==> src/rtl/tdp_ram_pkg.sv <==
`default_nettype none
// ============================================================================
// Module      : tdp_ram_pkg
// Description : Shared widths, RAM read latency, and the response entry type
//               for the TDP RAM port controller.
//               Optional macro TDP_RAM_CTRL_WACK_EN adds is_wr to the entry.
// Revision    : 1.0 - initial release
// ============================================================================
package tdp_ram_pkg;

  localparam int ADDR_W     = 9;
  localparam int DATA_W     = 33;
  localparam int RAM_RD_LAT = 2;

  typedef struct packed {
`ifdef TDP_RAM_CTRL_WACK_EN
    logic              is_wr;
`endif
    logic [DATA_W-1:0] rdata;
  } rsp_entry_t;

  // Counts the operations still travelling through the RAM latency pipeline.
  function automatic int unsigned count_ones(input logic [RAM_RD_LAT-1:0] v);
    int unsigned n;
    n = 0;
    for (int i = 0; i < RAM_RD_LAT; i++) n = n + 32'(v[i]);
    return n;
  endfunction

endpackage
`default_nettype wire

==> src/rtl/tdp_ram_port_ctrl_if.sv <==
`default_nettype none
// ============================================================================
// Module      : tdp_ram_port_ctrl_if
// Description : Request/response streams and RAM port signals of one
//               controller. Macro TDP_RAM_CTRL_WACK_EN adds rsp_is_wr.
// Revision    : 1.0 - initial release
// ============================================================================
interface tdp_ram_port_ctrl_if #(
  parameter int ADDR_W = tdp_ram_pkg::ADDR_W,
  parameter int DATA_W = tdp_ram_pkg::DATA_W
);

  logic              req_valid;
  logic              req_ready;
  logic              req_we;
  logic [ADDR_W-1:0] req_addr;
  logic [DATA_W-1:0] req_wdata;
  logic              rsp_valid;
  logic              rsp_ready;
  logic [DATA_W-1:0] rsp_rdata;
`ifdef TDP_RAM_CTRL_WACK_EN
  logic              rsp_is_wr;
`endif
  logic              ram_we;
  logic [ADDR_W-1:0] ram_addr;
  logic [DATA_W-1:0] ram_din;
  logic [DATA_W-1:0] ram_dout;

  // Controller side.
  modport slave (
    input  req_valid, req_we, req_addr, req_wdata, rsp_ready, ram_dout,
`ifdef TDP_RAM_CTRL_WACK_EN
    output rsp_is_wr,
`endif
    output req_ready, rsp_valid, rsp_rdata, ram_we, ram_addr, ram_din
  );

  // Agent plus RAM side.
  modport master (
    output req_valid, req_we, req_addr, req_wdata, rsp_ready, ram_dout,
`ifdef TDP_RAM_CTRL_WACK_EN
    input  rsp_is_wr,
`endif
    input  req_ready, rsp_valid, rsp_rdata, ram_we, ram_addr, ram_din
  );

endinterface
`default_nettype wire

==> src/rtl/tdp_ram_rsp_fifo.sv <==
`default_nettype none
// ============================================================================
// Module      : tdp_ram_rsp_fifo
// Description : Synchronous FIFO of response entries; head reads as zero
//               while empty.
// Revision    : 1.0 - initial release
// ============================================================================
module tdp_ram_rsp_fifo #(
  parameter int  DEPTH   = 4,
  parameter type ENTRY_T = logic
) (
  input  wire                         clk,
  input  wire                         rst_n,
  input  wire                         push,
  input  wire                         pop,
  input  ENTRY_T                      wr_data,
  output ENTRY_T                      rd_data,
  output logic [$clog2(DEPTH+1)-1:0]  count,
  output logic                        full,
  output logic                        empty
);

  localparam int CNT_W = $clog2(DEPTH + 1);
  localparam int PTR_W = (DEPTH > 1) ? $clog2(DEPTH) : 1;

  ENTRY_T           r_mem [DEPTH];
  logic [PTR_W-1:0] r_wr_ptr;
  logic [PTR_W-1:0] r_rd_ptr;
  logic [CNT_W-1:0] r_count;
  logic             w_do_push;
  logic             w_do_pop;

  function automatic logic [PTR_W-1:0] ptr_inc(input logic [PTR_W-1:0] p);
    return (p == PTR_W'(DEPTH - 1)) ? '0 : p + PTR_W'(1);
  endfunction

  assign full      = (r_count == CNT_W'(DEPTH));
  assign empty     = (r_count == '0);
  assign count     = r_count;
  assign w_do_push = push & ~full;
  assign w_do_pop  = pop & ~empty;

  always_ff @(posedge clk) begin
    if (w_do_push) r_mem[r_wr_ptr] <= wr_data;
  end

  always_ff @(posedge clk or negedge rst_n) begin
    if (!rst_n) begin
      r_wr_ptr <= '0;
      r_rd_ptr <= '0;
      r_count  <= '0;
    end else begin
      if (w_do_push) r_wr_ptr <= ptr_inc(r_wr_ptr);
      if (w_do_pop)  r_rd_ptr <= ptr_inc(r_rd_ptr);
      case ({w_do_push, w_do_pop})
        2'b10:   r_count <= r_count + CNT_W'(1);
        2'b01:   r_count <= r_count - CNT_W'(1);
        default: r_count <= r_count;
      endcase
    end
  end

  always_comb begin
    rd_data = '0;
    if (!empty) rd_data = r_mem[r_rd_ptr];
  end

endmodule
`default_nettype wire

==> src/rtl/tdp_ram_port_ctrl.sv <==
`default_nettype none
// ============================================================================
// Module      : tdp_ram_port_ctrl
// Description : Credit-managed initiator for one port of the 512x33 TDP RAM;
//               hides the 2-cycle read latency behind a response FIFO.
//               Macro TDP_RAM_CTRL_WACK_EN makes writes return a response.
// Revision    : 1.0 - initial release
// ============================================================================
module tdp_ram_port_ctrl #(
  parameter int ADDR_W    = tdp_ram_pkg::ADDR_W,
  parameter int DATA_W    = tdp_ram_pkg::DATA_W,
  parameter int RSP_DEPTH = 4
) (
  input wire                 clk,
  input wire                 rst_n,
  tdp_ram_port_ctrl_if.slave bus
);

  import tdp_ram_pkg::*;

  localparam int CNT_W  = $clog2(RSP_DEPTH + 1);
  localparam int USED_W = $clog2(RSP_DEPTH + RAM_RD_LAT + 1);

  logic                  w_accept;
  logic                  w_track;
  logic                  w_credit_ok;
  logic                  w_push;
  logic                  w_pop;
  logic                  w_fifo_full;
  logic                  w_fifo_empty;
  logic [CNT_W-1:0]      w_fifo_count;
  logic [USED_W-1:0]     w_used;
  logic [RAM_RD_LAT-1:0] r_pipe;
  rsp_entry_t            w_push_entry;
  rsp_entry_t            w_head;

  // A same-cycle pop deliberately does not free a credit.
  assign w_used      = USED_W'(count_ones(r_pipe)) + USED_W'(w_fifo_count);
  assign w_credit_ok = (w_used < USED_W'(RSP_DEPTH));

  assign w_accept      = bus.req_valid & bus.req_ready;
  assign bus.ram_we    = w_accept & bus.req_we;
  assign bus.ram_addr  = bus.req_addr[ADDR_W-1:0];
  assign bus.ram_din   = bus.req_wdata[DATA_W-1:0];

`ifdef TDP_RAM_CTRL_WACK_EN
  logic [RAM_RD_LAT-1:0] r_pipe_wr;

  assign bus.req_ready = rst_n & w_credit_ok;
  assign w_track       = w_accept;

  always_ff @(posedge clk or negedge rst_n) begin
    if (!rst_n) r_pipe_wr <= '0;
    else        r_pipe_wr <= {r_pipe_wr[RAM_RD_LAT-2:0], w_accept & bus.req_we};
  end

  always_comb begin
    w_push_entry       = '0;
    w_push_entry.is_wr = r_pipe_wr[RAM_RD_LAT-1];
    w_push_entry.rdata = r_pipe_wr[RAM_RD_LAT-1] ? '0 : bus.ram_dout;
  end

  assign bus.rsp_is_wr = w_head.is_wr;
`else
  // Writes carry no response, so they never wait for a credit.
  assign bus.req_ready = rst_n & (bus.req_we | w_credit_ok);
  assign w_track       = w_accept & ~bus.req_we;

  always_comb begin
    w_push_entry       = '0;
    w_push_entry.rdata = bus.ram_dout;
  end
`endif

  always_ff @(posedge clk or negedge rst_n) begin
    if (!rst_n) r_pipe <= '0;
    else        r_pipe <= {r_pipe[RAM_RD_LAT-2:0], w_track};
  end

  assign w_push        = r_pipe[RAM_RD_LAT-1];
  assign bus.rsp_valid = ~w_fifo_empty;
  assign w_pop         = bus.rsp_valid & bus.rsp_ready;
  assign bus.rsp_rdata = w_head.rdata;

  tdp_ram_rsp_fifo #(
    .DEPTH   (RSP_DEPTH),
    .ENTRY_T (rsp_entry_t)
  ) u_fifo (
    .clk     (clk),
    .rst_n   (rst_n),
    .push    (w_push),
    .pop     (w_pop),
    .wr_data (w_push_entry),
    .rd_data (w_head),
    .count   (w_fifo_count),
    .full    (w_fifo_full),
    .empty   (w_fifo_empty)
  );

endmodule
`default_nettype wire

==> src/flat_wrapper.sv <==
// flat-port wrapper written by rule: the top's interface ports become plain ports
module tdp_ram_port_ctrl_flat import tdp_ram_pkg::*;
#(
  parameter int ADDR_W    = tdp_ram_pkg::ADDR_W,
  parameter int DATA_W    = tdp_ram_pkg::DATA_W,
  parameter int RSP_DEPTH = 4
)
  (clk, rst_n, bus_req_valid, bus_req_we, bus_req_addr, bus_req_wdata, bus_rsp_ready, bus_ram_dout, bus_req_ready, bus_rsp_valid, bus_rsp_rdata, bus_ram_we, bus_ram_addr, bus_ram_din);
  tdp_ram_port_ctrl_if #(.ADDR_W(ADDR_W), .DATA_W(DATA_W)) bus_i ();
  input wire clk;
  input wire rst_n;
  input wire logic [$bits(bus_i.req_valid)-1:0] bus_req_valid;
  input wire logic [$bits(bus_i.req_we)-1:0] bus_req_we;
  input wire logic [$bits(bus_i.req_addr)-1:0] bus_req_addr;
  input wire logic [$bits(bus_i.req_wdata)-1:0] bus_req_wdata;
  input wire logic [$bits(bus_i.rsp_ready)-1:0] bus_rsp_ready;
  input wire logic [$bits(bus_i.ram_dout)-1:0] bus_ram_dout;
  output wire logic [$bits(bus_i.req_ready)-1:0] bus_req_ready;
  output wire logic [$bits(bus_i.rsp_valid)-1:0] bus_rsp_valid;
  output wire logic [$bits(bus_i.rsp_rdata)-1:0] bus_rsp_rdata;
  output wire logic [$bits(bus_i.ram_we)-1:0] bus_ram_we;
  output wire logic [$bits(bus_i.ram_addr)-1:0] bus_ram_addr;
  output wire logic [$bits(bus_i.ram_din)-1:0] bus_ram_din;
  assign bus_i.req_valid = bus_req_valid;
  assign bus_i.req_we = bus_req_we;
  assign bus_i.req_addr = bus_req_addr;
  assign bus_i.req_wdata = bus_req_wdata;
  assign bus_i.rsp_ready = bus_rsp_ready;
  assign bus_i.ram_dout = bus_ram_dout;
  assign bus_req_ready = bus_i.req_ready;
  assign bus_rsp_valid = bus_i.rsp_valid;
  assign bus_rsp_rdata = bus_i.rsp_rdata;
  assign bus_ram_we = bus_i.ram_we;
  assign bus_ram_addr = bus_i.ram_addr;
  assign bus_ram_din = bus_i.ram_din;
  tdp_ram_port_ctrl #(.ADDR_W(ADDR_W), .DATA_W(DATA_W), .RSP_DEPTH(RSP_DEPTH)) u_core (.clk(clk), .rst_n(rst_n), .bus(bus_i));
endmodule
==> config.mk <==
export PLATFORM = sky130hd
export DESIGN_NAME = tdp_ram_port_ctrl_flat
export DESIGN_NICKNAME = d
export VERILOG_FILES = /design/src/rtl/tdp_ram_pkg.sv /design/src/rtl/tdp_ram_port_ctrl_if.sv /design/src/rtl/tdp_ram_rsp_fifo.sv /design/src/rtl/tdp_ram_port_ctrl.sv /design/src/flat_wrapper.sv
export SDC_FILE = /design/constraint.sdc
export NUM_CORES = 1
export LEC_CHECK = 0
export ABC_AREA = 1
export ABC_CLOCK_PERIOD_IN_PS = 3400
export CORE_AREA = 4 4 168 170
export CTS_BUF_LIST = sky130_fd_sc_hd__clkbuf_16
export CTS_CLUSTER_SIZE = 25
export DETAILED_ROUTE_END_ITERATION = 7
export DIE_AREA = 0 0 172 174
export PLACE_DENSITY_LB_ADDON = 0.3
export SLEW_MARGIN = 5
export SYNTH_ARGS = -nofsm -noshare
export SYNTH_HDL_FRONTEND = slang
export SYNTH_SLANG_ARGS = --single-unit
==> constraint.sdc <==
create_clock -name clk -period 3.4 [get_ports clk]
set_clock_uncertainty 0.1 [all_clocks]
set_input_delay 0.34 -clock clk [delete_from_list [all_inputs] [get_ports clk]]
set_output_delay 0.34 -clock clk [all_outputs]
set_load 0.02 [all_outputs]
==> impl_metrics.tcl, run 1 <==
set metrics [dict create \
    drt_first_iter_violations 270 \
    grt_max_degree 35 \
    setup_violations 0 \
    timing.final.crit_share_pct 92.2 \
    ys_top_cells_by_area "edfxtp_1 (65%), nor2_1 (8.5%), buf_4 (5.3%)" \
    via_per_inst 4.13 \
    grt_pass1_wl_microns 22600 \
    synthArstFlopShare_pct 6.38 \
    synthMostInstantiatedCell "nor2_1" \
    fin_util_pct 27.9 \
    synth_area_leader_cell "edfxtp_1" \
    endpoint_kind "output port" \
    synthToLayoutAreaGrowth_pct 23.4 \
    p_per_area_mw_per_mm2 891 \
    cp_num_cells 5 \
    r2r_slack_ps 930 \
    initial_core_util_pct 22.7 \
    die_w_microns 172 \
    grt_pass1_vias 3999 \
    htreeDepth 4 \
    rsz0062_at_grt "no" \
    slew_headroom_pct 20.4 \
    vias 3662 \
    design_power_total_mw 6.65 \
    synth_commonest_cells "nor2_1 (137), edfxtp_1 (132), buf_4 (43)" \
    drt-wirelength-per-cell_microns 16.8 \
    drive_above_1_share_pct 10.1 \
    rr_worst_depth 7 \
    wl_microns 14900 \
    slew_viol_final 0 \
    synth-seq-cells 141 \
    synth.distinct_cells 25 \
    ys.flop_type "edfxtp_1" \
    final_nets 622 \
    avgSynthCellArea_sq_um 12.1 \
    io_pins 158 \
    reg2reg_from "u_core.u_fifo.count[0]$_DFFE_PN0P_" \
    cp_max_fo 29 \
    required_ps 2960 \
    synth_area_sq_mm 0.00605 \
    cts_resized 0 \
    cts_tree "built" \
    maxCapViolCount 0 \
    yosys_warnings 0 \
    outcome "finished clean" \
    portBuffers 73 \
    cp_slowest_cell "clkdlybuf4s50_1" \
    first_pass_iters 6 \
    r2r_end "u_core.u_fifo.count[2]$_DFFE_PN0P_" \
    leakagePower_nw 2.53 \
    clk_latency_ps 420 \
    yosysSeqAreaShare_pct 69.2 \
    path_buf_inv 3 \
    clk_path_buf_depth 2 \
    core_area_sq_mm 0.0267 \
    hpwl_microns 9320 \
    clockRootBuffer "clkbuf_16" \
    finalHoldViolCount 0 \
    synth_fp_nets 588 \
    critical_path_class "reg -> out" \
    hp-class "in -> async" \
    post_cts_buffers 0 \
    clk_pin_slew_ps 60 \
    globalplace.congestion 0.694 \
    crit_family "buffers and inverters" \
    postRouteAntennaNets 0 \
    max-vdd-ir-drop_uv 362 \
    cts_buffers 17 \
    hold_buffers 0 \
    row_count 60 \
    drc 0 \
    final.setup.tns_ps 0 \
    diodes 0 \
    track_usage_pct 10.1 \
    fill_cells 2749 \
    syn_inst 499 \
    max_freq_ghz 0.319 \
    cp_data_arrival_time_ps 2700 \
    cp-start-kind "flip-flop" \
    synth_edf_count 132 \
    dieArea_sq_mm 0.0299 \
    min_period_ps 3140 \
    yosys.area.top_type_share_pct 65.5 \
    crit_chain "inv_2, buf_4, o21ai_0, a21oi_1, clkdlybuf4s50_1" \
    die_y_microns 174 \
    max_stage_delay_ps 650 \
    cts_sinks 141 \
    antenna_found_initial 0 \
    overflow 0 \
    tightestPinTransition_ps 1190 \
]
-- layout make-up --
class | instances | area (sq um) | area share [%]
flip-flops and latches | 141 | 4190 | 56.1
multi-input cells | 271 | 1330 | 17.8
repair buffers | 83 | 818 | 11.0
well taps | 341 | 427 | 5.71
clock buffers | 17 | 425 | 5.70
clock inverters | 15 | 210 | 2.81
inverters | 19 | 71.3 | 0.955
-- worst max path at each step --
stage / start / to / slack, ps
4_1_cts: u_core.u_fifo.r_rd_ptr[0]$_DFFE_PN0P_ / bus_rsp_rdata[12] / 190
3_5_place_dp: u_core.u_fifo.r_rd_ptr[0]$_DFFE_PN0P_ / bus_rsp_rdata[12] / 670
3_3_place_gp: u_core.u_fifo.r_rd_ptr[0]$_DFFE_PN0P_ / bus_rsp_rdata[12] / 670
5_1_grt: u_core.u_fifo.r_rd_ptr[0]$_DFFE_PN0P_ / bus_rsp_rdata[31] / 4
2_1_floorplan: u_core.u_fifo.r_wr_ptr[0]$_DFFE_PN0P_ / u_core.u_fifo.r_mem[2][0]$_DFFE_PP_ / 820
6_report: u_core.u_fifo.r_rd_ptr[0]$_DFFE_PN0P_ / bus_rsp_rdata[12] / 260
-- worst register-to-register path, cell delays in order, from the launching register on --
cell	delay, ps
dfrtp_1	470
o31ai_4	650
ha_1	260
inv_1	70
fa_1	380
a21oi_1	140
o21ai_0	120
xor2_1	150
-- power by group --
part / switching (mW) / internal, mW
clock network: 0.745 / 1.24
registers: 0.155 / 2.00
logic: 1.49 / 1.02
total: 2.39 / 4.27
-- metal layers --
metal	GRT usage [%]	vias up	share of wire [%]
met5	0	-	0
met4	6.42	0	4.7
met3	2.48	63	4.5
met2	17.2	80	50
met1	11.3	1767	40
li1	-	1752	-
-- per-stage QoR --
stage / instances / setup slack, ps / cell area (sq um) / hold WS, ps
global route: 887 / 4.38 / 7470 / 126
global placement: 855 / 674 / 6830 / 272
CTS: 887 / 194 / 7470 / 103
floorplan: 499 / 819 / 6050 / -55.6
finish: 887 / 264 / 7470 / 118
detailed placement: 855 / 666 / 6830 / 278
-- flip-flops by register name, indices dropped and copies added (netlist names) --
signal,flops
u_core.r_pipe,2
u_core.u_fifo.r_wr_ptr,2
u_core.u_fifo.r_mem,132
u_core.u_fifo.count,3
u_core.u_fifo.r_rd_ptr,2
-- cells by family (layout without fill, tap and decap cells) --
| kind of cell | Yosys count | after routing | synth area share, % |
|---|---|---|---|
| simple gates | 152 | 152 | 9.77 |
| flops | 141 | 141 | 69.2 |
| compound gates | 108 | 108 | 9.36 |
| buf+inv | 87 | 134 | 9.40 |
| fa+ha+maj | 9 | 9 | 1.98 |
| xor+xnor | 2 | 2 | 0.289 |
-- layout by cell type, fill, tap and decap left out --
cell type        count
a21oi_1             34
buf_12               1
buf_4                9
bufinv_16            4
clkbuf_16           17
clkdlybuf4s50_1     73
clkinv_1             1
clkinv_4             4
clkinvlp_4           1
dfrtp_1              7
dfrtp_2              2
edfxtp_1           132
fa_1                 1
ha_1                 8
inv_1               16
inv_2                3
inv_6                5
nand2_1              9
nand3_1              3
nand4_1              1
nor2_1             133
nor2_2               1
nor2_4               4
nor3_4               1
o21a_1               1
o21ai_0             41
o21ai_1             29
o21ai_2              2
o31ai_4              1
xnor2_1              1
xor2_1               1
(Power assumes the default switching activity.)
==> inputs of run 2 (changes only) <==
ABC_CLOCK_PERIOD_IN_PS = default   (was 3400)
CORE_AREA = 4 4 174 176   (was 4 4 168 170)
DIE_AREA = 0 0 178 180   (was 0 0 172 174)
SYNTH_HIERARCHICAL = 1   (was default)
==> impl_metrics.tcl, run 2 <==
set metrics [dict create \
    drc 0 \
    synth_area_sq_mm 0.00652 \
    die_y_microns 180 \
    cp_data_arrival_time_ps 2510 \
    initial_core_util_pct 22.8 \
    final_cell_mix "inv_1 (153), nand2_1 (152), edfxtp_1 (132)" \
    drive_above_1_share_pct 7.65 \
    tightestPinTransition_ps 805 \
    vias 4049 \
    io_pins 158 \
    first_pass_iters 4 \
    drt-wirelength-per-cell_microns 14.1 \
    overflow 0 \
    row_count 62 \
    core_area_sq_mm 0.0286 \
    finalHoldViolCount 0 \
    grt_pass1_wl_microns 23500 \
    clk_latency_ps 410 \
    dp_slack_ps 787 \
    largest_reg_flops 132 \
    postRouteAntennaNets 0 \
    synthToLayoutAreaGrowth_pct 22.9 \
    syn_inst 642 \
    hp-class "in -> async" \
    die_w_microns 178 \
    required_ps 2960 \
    setup_violations 0 \
    crit_chain "inv_2, buf_4, nand2_1, nand3_1, a21oi_1, clkdlybuf4s50_1" \
    max_freq_ghz 0.339 \
    htreeDepth 4 \
    globalplace.congestion 0.680 \
    max-vdd-ir-drop_uv 360 \
    fin_util_pct 28.0 \
    cts_buffers 17 \
    maxCapViolCount 0 \
    critical_path_class "reg -> out" \
    design_power_total_mw 6.55 \
    final_nets 769 \
    hpwl_microns 9550 \
    clk_pin_slew_ps 60 \
    via_per_inst 3.76 \
    drt_first_iter_violations 196 \
    multi_input_area_sq_mm 0.00130 \
    setup_ws_ps 449 \
    p_per_area_mw_per_mm2 818 \
    clockRootBuffer "clkbuf_16" \
    fill_cells 2932 \
    avgSynthCellArea_sq_um 10.2 \
    seqCellArea_sq_mm 0.00419 \
    largest_register "u_core/u_fifo/r_mem" \
    cts_tree "built" \
    portBuffers 73 \
    cts_sinks 141 \
    track_usage_pct 9.75 \
    cp-start-kind "flip-flop" \
    yosys_warnings 6 \
    cp_slowest_cell "clkdlybuf4s50_1" \
    outcome "finished clean" \
    grt_max_degree 70 \
    final.setup.tns_ps 0 \
    hold_buffers 0 \
    synth_fp_nets 730 \
    layout_commonest_cell "inv_1" \
    timing.final.crit_share_pct 86.8 \
    wl_microns 15200 \
    endpoint_kind "output port" \
    max_stage_delay_ps 600 \
    min_period_ps 2950 \
    slew_viol_final 0 \
    diodes 0 \
    grt_pass1_vias 4023 \
    clk_path_buf_depth 2 \
    cts_resized 0 \
    rsz0062_at_grt "no" \
    post_cts_buffers 0 \
    antenna_found_initial 1 \
    slew_headroom_pct 46.3 \
    dieArea_sq_mm 0.0320 \
    cp_max_fo 40 \
    leakagePower_nw 3.39 \
]
[run 2: metrics by stage]
step	cell area (sq um)	hold WS (ps)	instances
after global placement	7410	275	1046
after floorplan	6520	-55.6	642
final	8010	118	1077
after CTS	8010	102	1077
after detailed placement	7410	278	1046
after global routing	8010	118	1077
[run 2: metal layers]
metal	part of all wire [%]	global-route usage (%)
met2	45	14.8
met5	0.046	0
met3	5.7	3.53
met1	46	12.4
met4	3.3	4.61
[run 2: worst paths after layout]
kind                                                        from                                    end  slack, ps  cells past startpoint
min reg2reg                           u_core/r_pipe[0]$_DFF_PN0_             u_core/r_pipe[1]$_DFF_PN0_        290                      0
min                                                        rst_n             u_core/r_pipe[0]$_DFF_PN0_        120                      2
min in group clk                      u_core/r_pipe[0]$_DFF_PN0_             u_core/r_pipe[1]$_DFF_PN0_        290                      0
max                        u_core/u_fifo/r_rd_ptr[0]$_DFFE_PN0P_                      bus_rsp_rdata[20]        450                      6
max reg2reg                   u_core/u_fifo/count[1]$_DFFE_PN0P_     u_core/u_fifo/count[1]$_DFFE_PN0P_        930                     10
max in group asynchronous                                  rst_n  u_core/u_fifo/r_rd_ptr[0]$_DFFE_PN0P_       2910                      2
[run 2: report_power, final]
part / switching (mW) / total (mW) / internal [mW]
sequential: 0.0552 / 2.07 / 2.02
combinational: 1.62 / 2.60 / 0.982
clock: 0.666 / 1.88 / 1.21
total: 2.34 / 6.55 / 4.21
[run 2: cell type report]
class,count,area share [%]
Clock buffer,17,5.31
Clock inverter,14,2.25
Inverter,156,7.31
Multi-Input combinational cell,278,16.2
Sequential cell,141,52.3
Tap cell,384,6.00
Timing Repair Buffer,87,10.6
[run 2: worst max-delay path: cells and delay by family (launching register included)]
| family | cells | cell delay, ps |
|---|---|---|
| simple gates | 2 | 140 |
| compound gates | 1 | 100 |
| flops | 1 | 400 |
| buf+inv | 3 | 1460 |
